--- src/rtl/cpu_pkg.sv ---
// Shared definitions for the single-cycle 16-bit core: opcodes, field
// positions, ROM geometry and small instruction-encoding helpers.
package cpu_pkg;

    localparam int DATA_W    = 16;
    localparam int REG_N     = 8;
    localparam int PC_W      = 5;
    localparam int ROM_DEPTH = 32;
    localparam int ROM_W     = 24;

    localparam int OP_HI  = 23;
    localparam int OP_LO  = 20;
    localparam int RD_HI  = 19;
    localparam int RD_LO  = 17;
    localparam int RA_HI  = 16;
    localparam int RA_LO  = 14;
    localparam int RB_HI  = 13;
    localparam int RB_LO  = 11;
    localparam int IMM_HI = 15;
    localparam int IMM_LO = 0;
    localparam int TGT_HI = 4;
    localparam int TGT_LO = 0;

    typedef enum logic [3:0] {
        OP_NOP  = 4'h0,
        OP_LDI  = 4'h1,
        OP_ADD  = 4'h2,
        OP_SUB  = 4'h3,
        OP_AND  = 4'h4,
        OP_OR   = 4'h5,
        OP_XOR  = 4'h6,
        OP_LD   = 4'h7,
        OP_ST   = 4'h8,
        OP_BEQ  = 4'h9,
        OP_BNE  = 4'hA,
        OP_JMP  = 4'hB,
        OP_HALT = 4'hF
    } opcode_e;

    function automatic logic [ROM_W-1:0] enc_r(input opcode_e op, input logic [2:0] rd,
                                               input logic [2:0] ra, input logic [2:0] rb);
        logic [ROM_W-1:0] w;
        w = '0;
        w[OP_HI:OP_LO] = op;
        w[RD_HI:RD_LO] = rd;
        w[RA_HI:RA_LO] = ra;
        w[RB_HI:RB_LO] = rb;
        return w;
    endfunction

    // imm16 overlaps the ra/rb fields, so immediate forms carry no ra/rb
    function automatic logic [ROM_W-1:0] enc_i(input opcode_e op, input logic [2:0] rd,
                                               input logic [DATA_W-1:0] imm);
        logic [ROM_W-1:0] w;
        w = '0;
        w[OP_HI:OP_LO]   = op;
        w[RD_HI:RD_LO]   = rd;
        w[IMM_HI:IMM_LO] = imm;
        return w;
    endfunction

    function automatic logic [ROM_W-1:0] enc_b(input opcode_e op, input logic [2:0] ra,
                                               input logic [2:0] rb, input logic [PC_W-1:0] tgt);
        logic [ROM_W-1:0] w;
        w = '0;
        w[OP_HI:OP_LO]   = op;
        w[RA_HI:RA_LO]   = ra;
        w[RB_HI:RB_LO]   = rb;
        w[TGT_HI:TGT_LO] = tgt;
        return w;
    endfunction

endpackage

--- src/rtl/cpu_alu.sv ---
// Combinational ALU for the register-register ops; modulo-2^16, no flags.
module cpu_alu
    import cpu_pkg::*;
(
    input  logic [3:0]        op_i,
    input  logic [DATA_W-1:0] a_i,
    input  logic [DATA_W-1:0] b_i,
    output logic [DATA_W-1:0] y_o
);

    always_comb begin
        y_o = '0;
        case (op_i)
            OP_ADD:  y_o = a_i + b_i;
            OP_SUB:  y_o = a_i - b_i;
            OP_AND:  y_o = a_i & b_i;
            OP_OR:   y_o = a_i | b_i;
            OP_XOR:  y_o = a_i ^ b_i;
            default: y_o = '0;
        endcase
    end

endmodule

--- src/rtl/cpu_core.sv ---
// Single-cycle core: one ROM instruction per rising edge, eight-entry
// register file with hardwired R0, and a result register driving DATA_O.
module cpu_core
    import cpu_pkg::*;
(
    input  logic              CLK,
    input  logic              RST,
    input  logic [DATA_W-1:0] DATA_I,
    output logic [DATA_W-1:0] DATA_O,
    output logic [DATA_W-1:0] ADDR,
    output logic              RD,
    output logic              WR
);

    logic [PC_W-1:0]   pc_q, pc_d;
    logic [DATA_W-1:0] regs_q [REG_N];
    logic [DATA_W-1:0] data_q, data_d;
    logic [ROM_W-1:0]  instr;
    logic [3:0]        op;
    logic [2:0]        rd, ra, rb;
    logic [DATA_W-1:0] imm;
    logic [PC_W-1:0]   tgt;
    logic [DATA_W-1:0] ra_val, rb_val, rd_val, alu_y, res;
    logic              wr_en;

    function automatic logic [ROM_W-1:0] rom_word(input logic [PC_W-1:0] a);
        case (a)
            5'd0:    rom_word = enc_i(OP_LDI, 3'd1, 16'd32766);
            5'd1:    rom_word = enc_i(OP_LDI, 3'd2, 16'd1);
            5'd2:    rom_word = enc_i(OP_LDI, 3'd3, 16'd100);
            5'd3:    rom_word = enc_i(OP_LDI, 3'd4, 16'd105);
            5'd4:    rom_word = enc_i(OP_LDI, 3'd5, 16'd200);
            5'd18:   rom_word = enc_r(OP_ADD, 3'd6, 3'd1, 3'd2);
            5'd19:   rom_word = enc_r(OP_SUB, 3'd6, 3'd6, 3'd1);
            5'd20:   rom_word = enc_r(OP_SUB, 3'd7, 3'd0, 3'd2);
            5'd21:   rom_word = enc_r(OP_ADD, 3'd7, 3'd2, 3'd0);
            5'd22:   rom_word = enc_r(OP_ADD, 3'd7, 3'd5, 3'd0);
            5'd24:   rom_word = enc_r(OP_ADD, 3'd6, 3'd3, 3'd0);
            5'd27:   rom_word = enc_r(OP_ADD, 3'd6, 3'd6, 3'd2);
            5'd28:   rom_word = enc_b(OP_BNE, 3'd6, 3'd4, 5'd26);
            5'd30:   rom_word = enc_r(OP_ADD, 3'd7, 3'd5, 3'd0);
            5'd31:   rom_word = enc_r(OP_HALT, 3'd0, 3'd0, 3'd0);
            default: rom_word = '0;
        endcase
    endfunction

    assign instr = rom_word(pc_q);
    assign op    = instr[OP_HI:OP_LO];
    assign rd    = instr[RD_HI:RD_LO];
    assign ra    = instr[RA_HI:RA_LO];
    assign rb    = instr[RB_HI:RB_LO];
    assign imm   = instr[IMM_HI:IMM_LO];
    assign tgt   = instr[TGT_HI:TGT_LO];

    assign ra_val = (ra == 3'd0) ? '0 : regs_q[ra];
    assign rb_val = (rb == 3'd0) ? '0 : regs_q[rb];
    assign rd_val = (rd == 3'd0) ? '0 : regs_q[rd];

    cpu_alu u_alu (
        .op_i (op),
        .a_i  (ra_val),
        .b_i  (rb_val),
        .y_o  (alu_y)
    );

    always_comb begin
        pc_d   = pc_q + 1'b1;
        wr_en  = 1'b0;
        res    = '0;
        data_d = data_q;
        case (op)
            OP_LDI: begin
                wr_en = 1'b1;
                res   = imm;
            end
            OP_ADD, OP_SUB, OP_AND, OP_OR, OP_XOR: begin
                wr_en = 1'b1;
                res   = alu_y;
            end
            OP_LD: begin
                wr_en = 1'b1;
                res   = DATA_I;
            end
            OP_BEQ:  if (ra_val == rb_val) pc_d = tgt;
            OP_BNE:  if (ra_val != rb_val) pc_d = tgt;
            OP_JMP:  pc_d = tgt;
            OP_HALT: pc_d = pc_q;
            default: ;
        endcase
        if (wr_en) data_d = res;
    end

    always_ff @(posedge CLK or negedge RST) begin
        if (!RST) begin
            pc_q   <= '0;
            data_q <= '0;
            for (int i = 0; i < REG_N; i++) regs_q[i] <= '0;
        end else begin
            pc_q   <= pc_d;
            data_q <= data_d;
            if (wr_en && rd != 3'd0) regs_q[rd] <= res;
        end
    end

    // Bus strobes follow the current instruction; reset forces them idle.
    assign RD     = RST && (op == OP_LD);
    assign WR     = RST && (op == OP_ST);
    assign ADDR   = (RD || WR) ? imm : '0;
    assign DATA_O = !RST ? '0 : (op == OP_ST) ? rd_val : data_q;

endmodule

--- config.mk ---
export PLATFORM = sky130hd
export DESIGN_NAME = cpu_core
export DESIGN_NICKNAME = d
export VERILOG_FILES = /design/src/rtl/cpu_pkg.sv /design/src/rtl/cpu_alu.sv /design/src/rtl/cpu_core.sv
export SDC_FILE = /design/constraint.sdc
export NUM_CORES = 1
export LEC_CHECK = 0
export BUFFER_PORTS_ARGS = -buffer_cell sky130_fd_sc_hd__buf_2
export CELL_PAD_IN_SITES_DETAIL_PLACEMENT = 1
export CELL_PAD_IN_SITES_GLOBAL_PLACEMENT = 1
export CORE_MARGIN = 3
export CORE_UTILIZATION = 40
export DETAILED_ROUTE_END_ITERATION = 10
export MAX_ROUTING_LAYER = met4
export PLACE_DENSITY = 0.74
export SYNTH_ARGS = -nofsm -noshare
export SYNTH_HDL_FRONTEND = slang
export SYNTH_SLANG_ARGS = --single-unit
--- constraint.sdc ---
create_clock -name CLK -period 6.8 [get_ports CLK]
set_input_delay 0.34 -clock CLK [delete_from_list [all_inputs] [get_ports CLK]]
set_output_delay 0.34 -clock CLK [all_outputs]
set_load 0.005 [all_outputs]
==> results.md <==
* DRC Markers at 0
* Fin crit share at 89.76%
* # rows at 59
* Starting Density at 41.00%
* Max-cap violations at 0
* VDD IR max at 0.1765 mV
* HPWL after DPL at 28,490 µm
* Total CTS buffers at 17
* Setup total negative slack at 0 ps
* Global-route wire length before repair at 60,940 µm
* RSZ-0062 raised after global routing: no
* Post-synthesis simple-gate area fraction at 20.61%
* Fmax at 163.8 MHz
* Prevailing post-synth register cell: dfrtp_1
* Relative slew slack at 22.62%
* Sink Count at 149
* CP Launch Type: register
* Count of final setup violators at 0
* Setup crit start: pc_q[0]
* Die Ht at 170.1 µm
* Mapped Avg Cell Area at 8.524 µm²
* Clk buf depth at 2
* Fin crit period at 6104 ps
* Post-CTS Hold Buffers at 1
* Post-Route WL at 39,230 µm
* CTS HTree Levels at 4
* PwrDens at 154.3 mW/mm²
* Largest family of logic cells by synthesized area: simple AND/OR/NAND/NOR gates
* Layout filler cell count at 3,088
* Post-CTS resize count at 0
* Most frequent cells in the layout: nand2_1, dfrtp_1, a21oi_1
* Setup CP Type: reg2reg
* Nets@finish at 1,333
* Final Power at 0.001826 W
* Compound-Gate Fraction of Synth Area at 20.36%
* Yosys reg bits at 149
* Port buffer count at 42
* EDFF count, synth at 0
* Final Hold Viols at 0
* Post-synthesis sequential area ratio at 34.61%
* WP data required at 7060 ps
* GPL Wtd Cong at 0.9087
* CTS tree: built
* Area of the multi-input gates at 0.006450 mm²
* Most common cell after layout, fill and taps aside: nand2_1
* Mux cell area share after synthesis at 10.18%
* Initial antenna violation count at 0
* Inserted Diodes at 0
* Drt via density at 6.110
* Worst skew pair latency at 430 ps
* Non-Filler Instances at 1,606
* Vias in the first global route at 10,020
* Synth warn at 0
* Placed cell count at 1,575
* I/O pin total at 52
* Post-Synth Adder-Cell Area at 6.527%
* Post-DR wirelength/cell at 24.43 µm
* Setup Skew at 13.34 ps
* Vias at 9,812
* Place WS at 788.6 ps
* CP Max Fanout at 16
* Root Buffer: clkbuf_16
* Total gr overflow at 0
* R2r startpoint: pc_q[0]
* P&R area growth vs syn at 9.871%
* DR iter-0 viols at 943
* Setup Fix Bufs, Post-CTS at 0
* Largest net degree at the start of global routing at 91
* Synth unique cells at 73
* Hold path startpoint: regs_q[117]
* Hold Path Class: reg2reg
* Async SR Flop Fraction at 100.0%
* Leak pwr at 5.324 nW
* Cells after Synth at 1,264
* Antenna viol nets, final at 0
* Total global-route track usage at 28.26%
* Max Slew Vio Count at 0
* Core Region at 0.02628 mm²
* Pre-antenna DRT Iters at 5
* XOR/XNOR share of the synthesized area at 1.382%
* Status: completed
* Synth Cell Area at 0.01077 mm²
* Seq. cell area at 0.003729 mm²
* Die area at 0.02894 mm²
* Arr. time, crit path at 6360 ps
* CTS clk-pin slew, worst paths at 60 ps
* Worst Setup End Kind: register
* Worst slew pin tran at 1149 ps
* Final worst slack at 696.3 ps
* Die X at 170.1 µm
* Share of cells above drive strength 1 at 15.34%
sequential cells by signal, indices dropped and copies added, names as in the netlist:
signal	count
regs_q	128
pc_q	5
data_q	16
synthesized netlist by cell type, types with 20 or more instances:
cell type | count | share of area, %
inv_1 | 51 | 1.8
ha_1 | 53 | 6.2
nor2_1 | 64 | 2.2
clkbuf_1 | 73 | 2.5
o21ai_0 | 45 | 2.1
a21o_1 | 36 | 2.5
nor2b_1 | 27 | 1.6
mux2_2 | 27 | 2.8
mux4_2 | 31 | 6.5
dfrtp_1 | 149 | 35
nand3_1 | 51 | 2.4
and3_1 | 25 | 1.5
o21a_1 | 55 | 3.8
a21oi_1 | 81 | 3.8
nor3_1 | 20 | 0.93
nand2_1 | 257 | 9.0
worst max-delay path, cell delays in order, from the launching register on:
cell      delay [ps]
dfrtp_1          500
inv_1            170
ha_1             370
or4b_4           590
nand2b_2         460
mux4_2           570
nand2_1           80
a21o_1           310
ha_1             320
nor2b_1          160
o311ai_0         620
a21oi_1          220
o31ai_1          390
xnor2_1          150
a21oi_1          800
o21ai_0          210
logic make-up (layout without fill, tap and decap cells):
group / count (synthesis) / after routing
AND/OR/NAND/NOR: 493 / 493
other: 1 / 9
flip-flops: 149 / 149
XOR/XNOR: 17 / 17
adder cells (fa/ha/maj): 55 / 55
AO/OA/AOI/OAI: 323 / 323
multiplexers: 67 / 67
buffers and inverters: 159 / 158
worst paths after layout:
| path | slack, ps | cells after the start | to |
|---|---|---|---|
| min in group asynchronous | 530 | 2 | data_q[13] |
| hold / removal | 380 | 0 | regs_q[117] |
| max in group asynchronous | 5310 | 3 | regs_q[111] |
| setup / recovery | 700 | 15 | regs_q[5] |
| hold reg to reg | 380 | 0 | regs_q[117] |
| setup reg to reg | 700 | 15 | regs_q[5] |
per-layer routing:
| layer | global-route usage (%) | part of all wire (%) | vias up |
|---|---|---|---|
| li1 | - | - | 4371 |
| met1 | 39.80 | 46 | 5045 |
| met2 | 43.35 | 46 | 340 |
| met3 | 3.926 | 6.4 | 56 |
| met4 | 6.949 | 2.0 | 0 |
| met5 | - | 0 | - |
area by class of cell:
type,instances,area share (%)
Multi-Input combinational cell,964,54.49
Sequential cell,149,31.50
Timing Repair Buffer,75,4.154
Clock buffer,21,3.974
Tap cell,335,3.541
Inverter,53,1.681
Clock inverter,9,0.6659
power by group:
group	switching (W)	internal, W	leakage, nW
clock	0.000380	0.000526	0.271
sequential	0	0.000887	1.87
combinational	0.0000253	0.00000829	3.18
total	0.000405	0.00142	5.32
metrics by stage:
stage                     hold WS [ps]  area [µm²]  util [%]
after global placement           360.6       11280     42.92
after global routing             384.9       11840     45.04
after detailed placement         364.5       11280     42.92
after floorplan                  44.41       10800         -
after CTS                        378.5       11840     45.04
final                            378.9       11840     45.04
Note: power is estimated with default switching activity, not from simulation.
